## config.mk

```make
export PLATFORM = sky130hd
export DESIGN_NAME = prog_sequencer
export DESIGN_NICKNAME = d
export VERILOG_FILES = /design/src/rtl/prog_sequencer.sv
export SDC_FILE = /design/constraint.sdc
export NUM_CORES = 1
export LEC_CHECK = 0
export CORE_MARGIN = 4
export CORE_UTILIZATION = 24
export CTS_CLUSTER_DIAMETER = 50
export CTS_CLUSTER_SIZE = 24
export DETAILED_ROUTE_END_ITERATION = 8
export PLACE_DENSITY = 0.51
export SLEW_MARGIN = 10
export SYNTH_ARGS = -nofsm -noshare
export SYNTH_HDL_FRONTEND = slang
export SYNTH_SLANG_ARGS = --single-unit
```

## constraint.sdc

```tcl
create_clock -name clk -period 1.98 [get_ports clk]
set_input_delay 0.297 -clock clk [delete_from_list [all_inputs] [get_ports clk]]
set_output_delay 0.297 -clock clk [all_outputs]
set_load 0.02 [all_outputs]
```

## src/rtl/prog_sequencer.sv

```systemverilog
// prog_sequencer: IDLE/RUN/DONE program sequencer with PC, decoder mode, compare flags and run-cycle watchdog.
// Latency: req at edge N -> active=1, prog_ctr=0 after N; decode_ack (or limit) at edge M -> ack=1 after M.
// Backpressure: none; req is sampled only in IDLE/DONE, ignored while running.
// Ports: clk/rst_n (async active-low); req start; instruction word at prog_ctr; next_state/branch_en/
//   branch_target/decode_ack from the decoder; cmp_load_en/cmp_bits_in flag update; outputs prog_ctr,
//   curr_state, prev_instruction, cmp_bits, active (RUN), ack (DONE), timeout (DONE via cycle limit).
module prog_sequencer #(
  parameter int          PC_W    = 10,
  parameter logic [15:0] TIMEOUT = 16'd4000
) (
  input  logic            clk,
  input  logic            rst_n,
  input  logic            req,
  input  logic [8:0]      instruction,
  input  logic [1:0]      next_state,
  input  logic            branch_en,
  input  logic [8:0]      branch_target,
  input  logic            decode_ack,
  input  logic            cmp_load_en,
  input  logic [2:0]      cmp_bits_in,
  output logic [PC_W-1:0] prog_ctr,
  output logic [1:0]      curr_state,
  output logic [8:0]      prev_instruction,
  output logic [2:0]      cmp_bits,
  output logic            active,
  output logic            ack,
  output logic            timeout
);

  typedef enum logic [1:0] {
    S_IDLE = 2'b00,
    S_RUN  = 2'b01,
    S_DONE = 2'b10
  } state_t;

  state_t      state_q;
  state_t      state_d;
  logic [15:0] cyc_cnt;
  logic [1:0]  mode_q;
  logic        timed_out_q;

  logic run;
  logic start;
  logic limit_hit;

  assign run   = (state_q == S_RUN);
  assign start = !run && req;
  // decode_ack wins over the watchdog when both land on the same cycle
  assign limit_hit = run && !decode_ack && (cyc_cnt == TIMEOUT - 16'd1);

  // state register
  always_ff @(posedge clk or negedge rst_n) begin
    if (!rst_n) begin
      state_q <= S_IDLE;
    end else begin
      state_q <= state_d;
    end
  end

  // next-state logic
  always_comb begin
    state_d = state_q;
    case (state_q)
      S_IDLE:  if (req) state_d = S_RUN;
      S_RUN:   if (decode_ack || limit_hit) state_d = S_DONE;
      S_DONE:  if (req) state_d = S_RUN;
      default: state_d = S_IDLE;
    endcase
  end

  // outputs; the decoder mode only means something while running
  always_comb begin
    active     = run;
    ack        = (state_q == S_DONE);
    timeout    = (state_q == S_DONE) && timed_out_q;
    curr_state = run ? mode_q : 2'b00;
  end

  // datapath: PC, mode, previous word, flags, cycle counter
  always_ff @(posedge clk or negedge rst_n) begin
    if (!rst_n) begin
      prog_ctr         <= '0;
      mode_q           <= 2'b00;
      prev_instruction <= 9'd0;
      cmp_bits         <= 3'b000;
      cyc_cnt          <= 16'd0;
      timed_out_q      <= 1'b0;
    end else if (start) begin
      prog_ctr         <= '0;
      mode_q           <= 2'b00;
      prev_instruction <= 9'd0;
      cmp_bits         <= 3'b000;
      cyc_cnt          <= 16'd0;
      timed_out_q      <= 1'b0;
    end else if (run) begin
      cyc_cnt <= cyc_cnt + 16'd1;
      if (cmp_load_en) begin
        cmp_bits <= cmp_bits_in;
      end
      // end-of-program freezes PC/mode/prev even if a branch is also flagged
      if (!decode_ack) begin
        prev_instruction <= instruction;
        mode_q           <= (next_state == 2'b11) ? 2'b00 : next_state;
        // size cast zero-extends or truncates the 9-bit target to PC_W
        prog_ctr         <= branch_en ? PC_W'(branch_target) : prog_ctr + PC_W'(1);
      end
      if (limit_hit) begin
        timed_out_q <= 1'b1;
      end
    end
  end

endmodule
```

* Word level (Yosys, flattened, before mapping)
Index checks and enable logic that the tools add are counted.
Widths: inputs -> output; s select.
** Operators by class
- $lt $le $gt $ge :: 0
- Bitwise logic cells :: 0
- Shifts and indexed selects :: 0
- Muxes and demuxes :: 23
- Add/subtract/negate cells :: 2
- Divide/modulo/power cells :: 0
- Equal/unequal tests :: 7
- $mul :: 0
- Reductions and logical operators :: 16
** Operator list (number)
- $mux 10 :: 4
- $mux 16 :: 2
- $mux 9 :: 3
- $add 16x1->16 const B :: 1
- $eq 16x12->1 const B :: 1
- $mux 2 :: 7
- $add 10x1->10 const B :: 1
- $mux 3 :: 3
- $reduce_and 2->1 :: 4
- $ne 2x1->1 const B :: 3
- $reduce_bool 2->1 :: 3
- $eq 2x2->1 const B :: 2
- $logic_and 1x1->1 :: 4
- $pmux 2 s2 :: 1
- $mux 1 :: 3
- $eq 2x1->1 const B :: 1
- $logic_not 1->1 :: 2
- $logic_not 2->1 :: 1
- $reduce_or 2->1 :: 1
- $logic_or 1x1->1 :: 1
** Word-level totals
- Register bits after elaboration :: 43
- Input port bits :: 29
- Memories :: 0
- Memory bits (writable) :: 0
- Bits in latches :: 0
- Memory bits (read-only) :: 0
- Output and inout bits :: 27
- Word-level logic and storage cells :: 55

* Longest topological paths before layout
Gate-level depths: netlist of run 1.
- Depth after elaboration :: 6
- Gate-level depth with buffers :: 7
- Gate-level depth less buffers :: 5

* Least setup slack after synthesis of run 1
No wires, ideal clock.
- Kind :: flip-flop to output port
- Start point :: register state_q[1]
- End point :: output port curr_state[0]
- Path slack :: 0.399 ns
- Stages on the path, launching flop included :: 6
- Required time :: 1.683 ns
- Arrival time :: 1.284 ns
- Path buffers :: 2
- Cell sequence :: dfrtp_1 -> nand2b_1 -> clkbuf_2 -> inv_1 -> buf_2 -> and2_1
** On the way
- Word-level cells in the longest chain between the ends :: 2
** Ends and longest elaborated chain
- start: declaration :: line 36 : state_t state_q;
- start signal: assignment :: line 56 : state_q <= state_d;
- $eq 2x1->1 :: line 46 : assign run = (state_q == S_RUN);
- via active :: line 25 : output logic active,
- $mux 2 :: line 76 : curr_state = run ? mode_q : 2'b00;
- end: declaration :: line 22 : output logic [1:0] curr_state,
The timed path passes the listed nets, and every way through them passes these cells.

* Final worst setup path of run 1
- Start point :: register state_q[0]
- End point :: output port ack
** On the way
- Word-level cells in the longest chain between the ends :: 1
** Ends and longest elaborated chain
- $eq 2x2->1 :: line 74 : ack = (state_q == S_DONE);
- end: declaration :: line 26 : output logic ack,
No other way between the ends.

==> results of run 1 <==
-- sequential cells by signal, indices dropped and copies added, names as in the netlist --
name	count
cyc_cnt	16
prog_ctr	10
prev_instruction	9
cmp_bits	3
mode_q	2
state_q	2
timed_out_q	1
-- worst max-delay path, stage by stage, from the launching register on --
cell and delay (ps):
dfrtp_1 460, nor2b_2 210, clkdlybuf4s50_1 630
-- cell usage after synthesis (all sizes together), types with 2 or more instances --
library cell,n,area [um^2]
dfrtp,43,1080
nand2,28,105
o21ai,17,85.1
mux2i,12,120
a21oi,10,50.1
nor2,10,37.5
a22o,9,78.8
nand3,9,45.0
buf,6,42.5
inv,6,22.5
nor4,6,67.6
clkbuf,5,20.0
nand4,5,31.3
nor3,5,25.0
a32o,4,40.0
and2,3,18.8
and3,3,18.8
nor3b,3,27.5
o31ai,3,22.5
a31oi,2,12.5
ha,2,25.0
nand2b,2,12.5
o211ai,2,15.0
o22ai,2,12.5
o2bb2ai,2,17.5
-- what timing repair did --
item / CTS / global route
resized for setup: 5 / 0
hold endpoints to repair: 43 / 0
endpoints found under the setup margin: 4 / 0
hold buffers: 1 / 0
-- cell type report --
class                      instances  area, um^2
fill                             842        5500
sequential                        43        1080
tap                              105         131
inverter                           6        22.5
clock inverter                     2        16.3
clock buffer                       6        82.6
multi-input combinational        147         942
timing repair buffer              62         608
-- placed cells by master, fill, tap and decap left out, types with 4 or more instances in the layout --
| cell | n |
|---|---|
| clkdlybuf4s50_1 | 50 |
| dfrtp_1 | 43 |
| nand2_1 | 28 |
| o21ai_0 | 15 |
| mux2i_1 | 12 |
| a21oi_1 | 10 |
| nor2_1 | 10 |
| a22o_1 | 9 |
| nand3_1 | 9 |
| inv_1 | 6 |
| clkbuf_8 | 6 |
| nand4_1 | 5 |
| nor3_1 | 5 |
| buf_4 | 5 |
| nor4_1 | 4 |
| a32o_1 | 4 |
| dlygate4sd2_1 | 4 |
-- worst max path at each step --
| stage | slack, ps | start | endpoint |
|---|---|---|---|
| floorplan | 400 | state_q[1]$_DFFE_PN0P_ | curr_state[0] |
| global route | 10 | state_q[1]$_DFFE_PN0P_ | curr_state[0] |
| CTS | 80 | state_q[0]$_DFFE_PN0P_ | ack |
| finish | 90 | state_q[0]$_DFFE_PN0P_ | ack |
| detailed placement | 160 | state_q[1]$_DFFE_PN0P_ | curr_state[0] |
| global placement | 190 | decode_ack | prog_ctr[5]$_DFFE_PN0P_ |
-- power groups by stage --
stage | Combinational [mW] | Clock (mW) | Sequential, mW
floorplan | 0.281 | 0 | 1.21
global placement | 0.740 | 0 | 1.13
detailed placement | 0.741 | 0 | 1.13
CTS | 0.740 | 0.640 | 1.12
global route | 0.798 | 0.685 | 1.14
finish | 0.725 | 0.619 | 1.12
-- metal layers --
metal,vias to the layer above,GRT usage [%]
met3,7,2.27
met5,-,0
met4,0,3.99
met1,837,16.5
met2,45,17.2
li1,873,-
-- logic make-up after synthesis --
kind of cell	after synthesis	synth area share [%]
flip-flops	43	51.2
AO/OA/AOI/OAI	52	16.3
multiplexers	12	5.72
adder cells (fa/ha/maj)	2	1.19
XOR/XNOR	1	0.417
buffers and inverters	17	4.05
AND/OR/NAND/NOR	80	21.1
-- per-stage QoR --
stage | area (um^2) | setup slack (ps) | hold WS (ps)
after floorplan | 2100 | 399 | 1.41
after global routing | 2880 | 12.3 | 497
final | 2880 | 87.3 | 476
after CTS | 2880 | 81.1 | 482
after global placement | 2770 | 186 | 298
after detailed placement | 2770 | 160 | 296
==> impl_results.md, run 1 <==
- Status: finished, final reports clean
- Synthesized cell area: around 2100 um^2
- Total core area: 8380 um^2
- Final Hold Vio Count: 0
- Die ar.: 10,300 um^2
- Total wire length: around 5400 um
- Yosys warning count: 0
- Share of layout cells above drive strength 1: slightly below 8%
- FF-to-FF path depth: 6
- Die H: 102 um
- Clock Path Buffers: 2
- Maxcap violations: 0
- Comb pwr share: ~29%
- # diodes: 0
- Clk slew on worst S/H paths: about 90 ps
- Initial Util: roughly a quarter
- Setup violators final: 0
- Max Fanout on Critical Path: 6
- Dpl cells: 362
- CTS Sinks: 43
- Max_slew headroom: about two thirds
- Total gr overflow: 0
- Seq pwr share: 45.4%
- RSZ-0062 raised after global routing: false
- Chip width: 102 um
- Sw Ratio: between 30% and 40%
- Final Slew Violations: 0
- Post-synth EDFFs: 0
- M1 WL: 2580 um
- IO Port Bufs: between 50 and 60
- Clock Tree Root: clkbuf_8
- Final Skew: 7.36 ps
- Post-synth cell types: 38
- Clk_lat worst skew: about 300 ps
- CTS buffer count: 5
- Sequential element share of the synthesized area: roughly 51%
- Critical Path AT: 1600 ps
- Detailed Route Iter0 Violations: just over 100
- Uppermost layer routed: met4
- H-tree levels: 2
- Max IR drop VDD: 0.311 mV
- DRC Markers: 0
- Final cell count without fillers: 371
- Psw: approximately 840 uW
- RePlAce Congestion: about 0.76
- Global-route wire length before repair: approximately 9300 um
- Worst EP required: approximately 1700 ps
- Drt wl/cell: 14.6 um
- FFs w/ async S/R, synth: 100%
- Hold depth: 1
- Leak pwr: 1.26 nW
- Post-Route Setup TNS: 0 ps
- Endpoint class of the critical path: output pin
- Routed vias: roughly 1,800
- WL met2: 2520 um
- Antenna-violating nets left: 0
- Number of global-route vias before repair: 1,793
- Reg-to-reg critical path startpoint: state_q[0]$_DFFE_PN0P_
- Final Critical Period: between 1500 and 2000 ps
- NumNets Final: between 200 and 300
- P_int: around 1.6 mW
- Area delta synth->final: 37.0%
- Number of synthesized register bits: 43
- Initial antenna violation count: 0
- Pre-antenna DRT Iters: 4
- RR Endpoint: cmp_bits[2]$_DFFE_PN0P_
- Hold endpoint: cyc_cnt[11]$_DFFE_PN0P_
- Hold path start: cyc_cnt[11]$_DFFE_PN0P_
- Mapped Cells: ~210
- Flop2flop setup slack: between 300 and 400 ps
- Nature of the critical path startpoint: register
- IO Count: 56
- Finished Core Util: between 30% and 40%
- Worst slew pin tran: 482 ps
- GRT Total Usage: 11.5%
- Hold Path Class: reg -> reg
- Post-CTS Setup Inserts: 0
- Final period util: 95.6%
- Row cnt: 33
- Clock share of power: roughly a quarter
- PwrDens: between 800 and 900 nW/um^2
- Met3 WL: 254 um
- FMAX: 528 MHz
- Critical path type: reg -> out
- Synth Area per Inst: between 10 and 15 um^2
- Syn_nets: 238
- Largest net degree at the start of global routing: 44
- Detailed Place HPWL: between 3000 and 4000 um
- CTS tree: yes
- Most used flip-flop cell after synthesis: dfrtp_1
- Overall Power: roughly 2.5 mW
- Vias per inst: 4.75
No activity file was read; power rests on OpenSTA's default activity.
==> run 2, diff against run 1 <==
SLEW_MARGIN = not set   (was 10)
==> results of run 2 <==
Final layout, timing and power as in run 1 (identical DEF).
==> run 3, diff against run 2 <==
CORE_MARGIN = 2   (was 4)
==> run 3 against run 2 <==
Net effect: clock power up 15%; combinational power barely moved; first-iteration DRC count is 32% lower; worst hold slack got worse by 400 ps; total power is 3.7% higher; fmax rose by 4.9%; clock skew is 1.4 ps higher; clock-buffer cell count shrank 1; non-clock buffer count unchanged; die area shrank 7.7%; via count rose by 1.0%; flip-flop and latch count unchanged; largest power group unchanged.
==> impl_results.md, run 3 (synthesis gave the netlist of run 1 again) <==
- Status: finished, final reports clean
- Hold Path Class: in -> async
- Final Slew Violations: 0 (unchanged)
- Maxcap violations: 0 (unchanged)
- Commonest non-fill, non-tap cells in the layout: clkdlybuf4s50_1 (49), dfrtp_1 (43), nand2_1 (28)
- Pre-antenna DRT Iters: 4 (unchanged)
- Max IR drop VDD: 0.351 mV (+13%)
- Final Critical Period: 1800 ps (-89.2 ps)
- Antenna-violating nets left: 0 (unchanged)
- Vias per inst: 4.76 (+0.21%)
- Post-CTS Setup Inserts: 0 (unchanged)
- Final Skew: 8.81 ps (+1.44 ps)
- Fillers: 903 (+7.2%)
- Reg-to-reg critical path startpoint: prog_ctr[0]$_DFFE_PN0P_
- Final period util: 91.1% (-4.5 points)
- Clock Path Buffers: 2 (unchanged)
- Initial Util: 24.4% (-0.62 points)
- Critical path type: reg -> out
- H-tree levels: 2 (unchanged)
- Hold WS: 77.0 ps (-399 ps)
- Placed inst area: 2770 um^2 (about the same)
- Chip width: 97.6 um (-3.9%)
- Origin of the worst setup path: state_q[1]$_DFFE_PN0P_
- FMAX: 554 MHz (+4.9%)
- Drt wl/cell: 14.2 um (-2.7%)
- Final Hold Vio Count: 0 (unchanged)
- # diodes: 0 (unchanged)
- Setup violators final: 0 (unchanged)
- Total gr overflow: 0 (unchanged)
- Number of global-route vias before repair: 1,828 (+2.0%)
- Endpoint class of the critical path: output pin
- Critical Path AT: 1510 ps (-90 ps)
- Finished Cell Area: 2890 um^2 (+0.30%)
- Largest net degree at the start of global routing: 44 (unchanged)
- Top reg by flops: cyc_cnt
- Share of layout cells above drive strength 1: 8.27% (+0.38 points)
- Total core area: 8590 um^2 (+2.5%)
- Die H: 97.6 um (-3.9%)
- RePlAce Congestion: 0.763 (about the same)
- GRT Total Usage: 11.6% (+0.13 points)
- FF-to-FF path depth: 5 (-1)
- Max stage delay on crit path: 430 ps (-200 ps)
- Global-route wire length before repair: 8940 um (-3.9%)
- Most common cell after layout, fill and taps aside: clkdlybuf4s50_1
- CP Cell Sequence: nand2b_1 -> inv_1 -> buf_4 -> dlygate4sd2_1
- Nature of the critical path startpoint: register
- Max Fanout on Critical Path: 5 (-1)
- IO Port Bufs: 55 (unchanged)
- Worst slew pin tran: 568 ps (+85.8 ps)
- PwrDens: 884 nW/um^2 (+3.4%)
- Routed vias: 1,780 (+1.0%)
- Die ar.: 9520 um^2 (-7.7%)
- NumNets Final: 296 (unchanged)
- CTS buffer count: 5 (unchanged)
- Post-Route Setup TNS: 0 ps (unchanged)
- Clock Tree Root: clkbuf_8
- Top Registers: cyc_cnt x16, prog_ctr x10, prev_instruction x9
- Worst EP required: 1680 ps (about the same)
- Detailed Place HPWL: 3770 um (-1.5%)
- Clk_lat worst skew: 300 ps (about the same)
- Area delta synth->final: 37.5%
- CTS tree: yes
- Post-Place Setup Slack: 220 ps (+59.8 ps)
- Leak pwr: 1.28 nW (+1.9%)
- Max_slew headroom: 62.1% (-5.6 points)
- CTS Sinks: 43 (unchanged)
- Crit-path slowest cell: dfrtp_1
- DRC Markers: 0 (unchanged)
- Clk slew on worst S/H paths: 90 ps (about the same)
- Total wire length: 5320 um (-1.9%)
- Row cnt: 34 (+3.0%)
- RSZ-0062 raised after global routing: false
- Final worst slack: 176 ps (+89.2 ps)
- Max reg flops: 16 (unchanged)
- Detailed Route Iter0 Violations: 69 (-32%)
- IO Count: 56 (unchanged)
- Initial antenna violation count: 0 (unchanged)
-- run 3: area by class of cell --
class	count	area, um^2	area share, %
Clock buffer	5	68.8	2.38
Clock inverter	3	47.5	1.65
Inverter	6	22.5	0.780
Multi-Input combinational cell	147	942	32.6
Sequential cell	43	1080	37.3
Tap cell	108	135	4.68
Timing Repair Buffer	62	596	20.6
-- run 3: what timing repair did --
action / 4_1_cts / 5_1_grt
gates resized for setup: 5 / 1
hold buffers: 0 / 0
endpoints found under the setup margin: 5 / 1
-- run 3: worst max-delay path, delay by kind of cell, from the launching register on --
family	cells	cell delay, ps
buffers and inverters	3	600
DFF	1	430
and+or+nand+nor	1	180
-- run 3: final timing paths --
path | slack (ps) | endpoint
max | 180 | active
min | 80 | state_q[0]$_DFFE_PN0P_
max reg2reg | 400 | prog_ctr[8]$_DFFE_PN0P_
min reg2reg | 480 | cyc_cnt[11]$_DFFE_PN0P_
max in group asynchronous | 1520 | cmp_bits[0]$_DFFE_PN0P_
min in group clk | 480 | cyc_cnt[11]$_DFFE_PN0P_
-- run 3: routing by layer --
| metal | GRT usage (%) | part of all wire, % | vias up |
|---|---|---|---|
| li1 | - | - | 876 |
| met1 | 15.8 | 48 | 843 |
| met2 | 18.2 | 45 | 55 |
| met3 | 2.88 | 5.6 | 6 |
| met4 | 3.63 | 1.2 | 0 |
| met5 | 0 | 0 | - |
-- run 3: power by group --
group | leakage, nW | switching (mW) | internal [mW]
Combinational | 0.639 | 0.380 | 0.345
Clock | 0.0587 | 0.328 | 0.383
Sequential | 0.583 | 0.121 | 0.996
-- run 3: per-stage QoR --
step,total power [mW],instances,utilization (%)
final,2.55,374,33.6
after global placement,1.87,366,32.3
after floorplan,1.49,207,-
after detailed placement,1.87,366,32.3
after CTS,2.60,374,33.6
after global routing,2.71,374,33.6
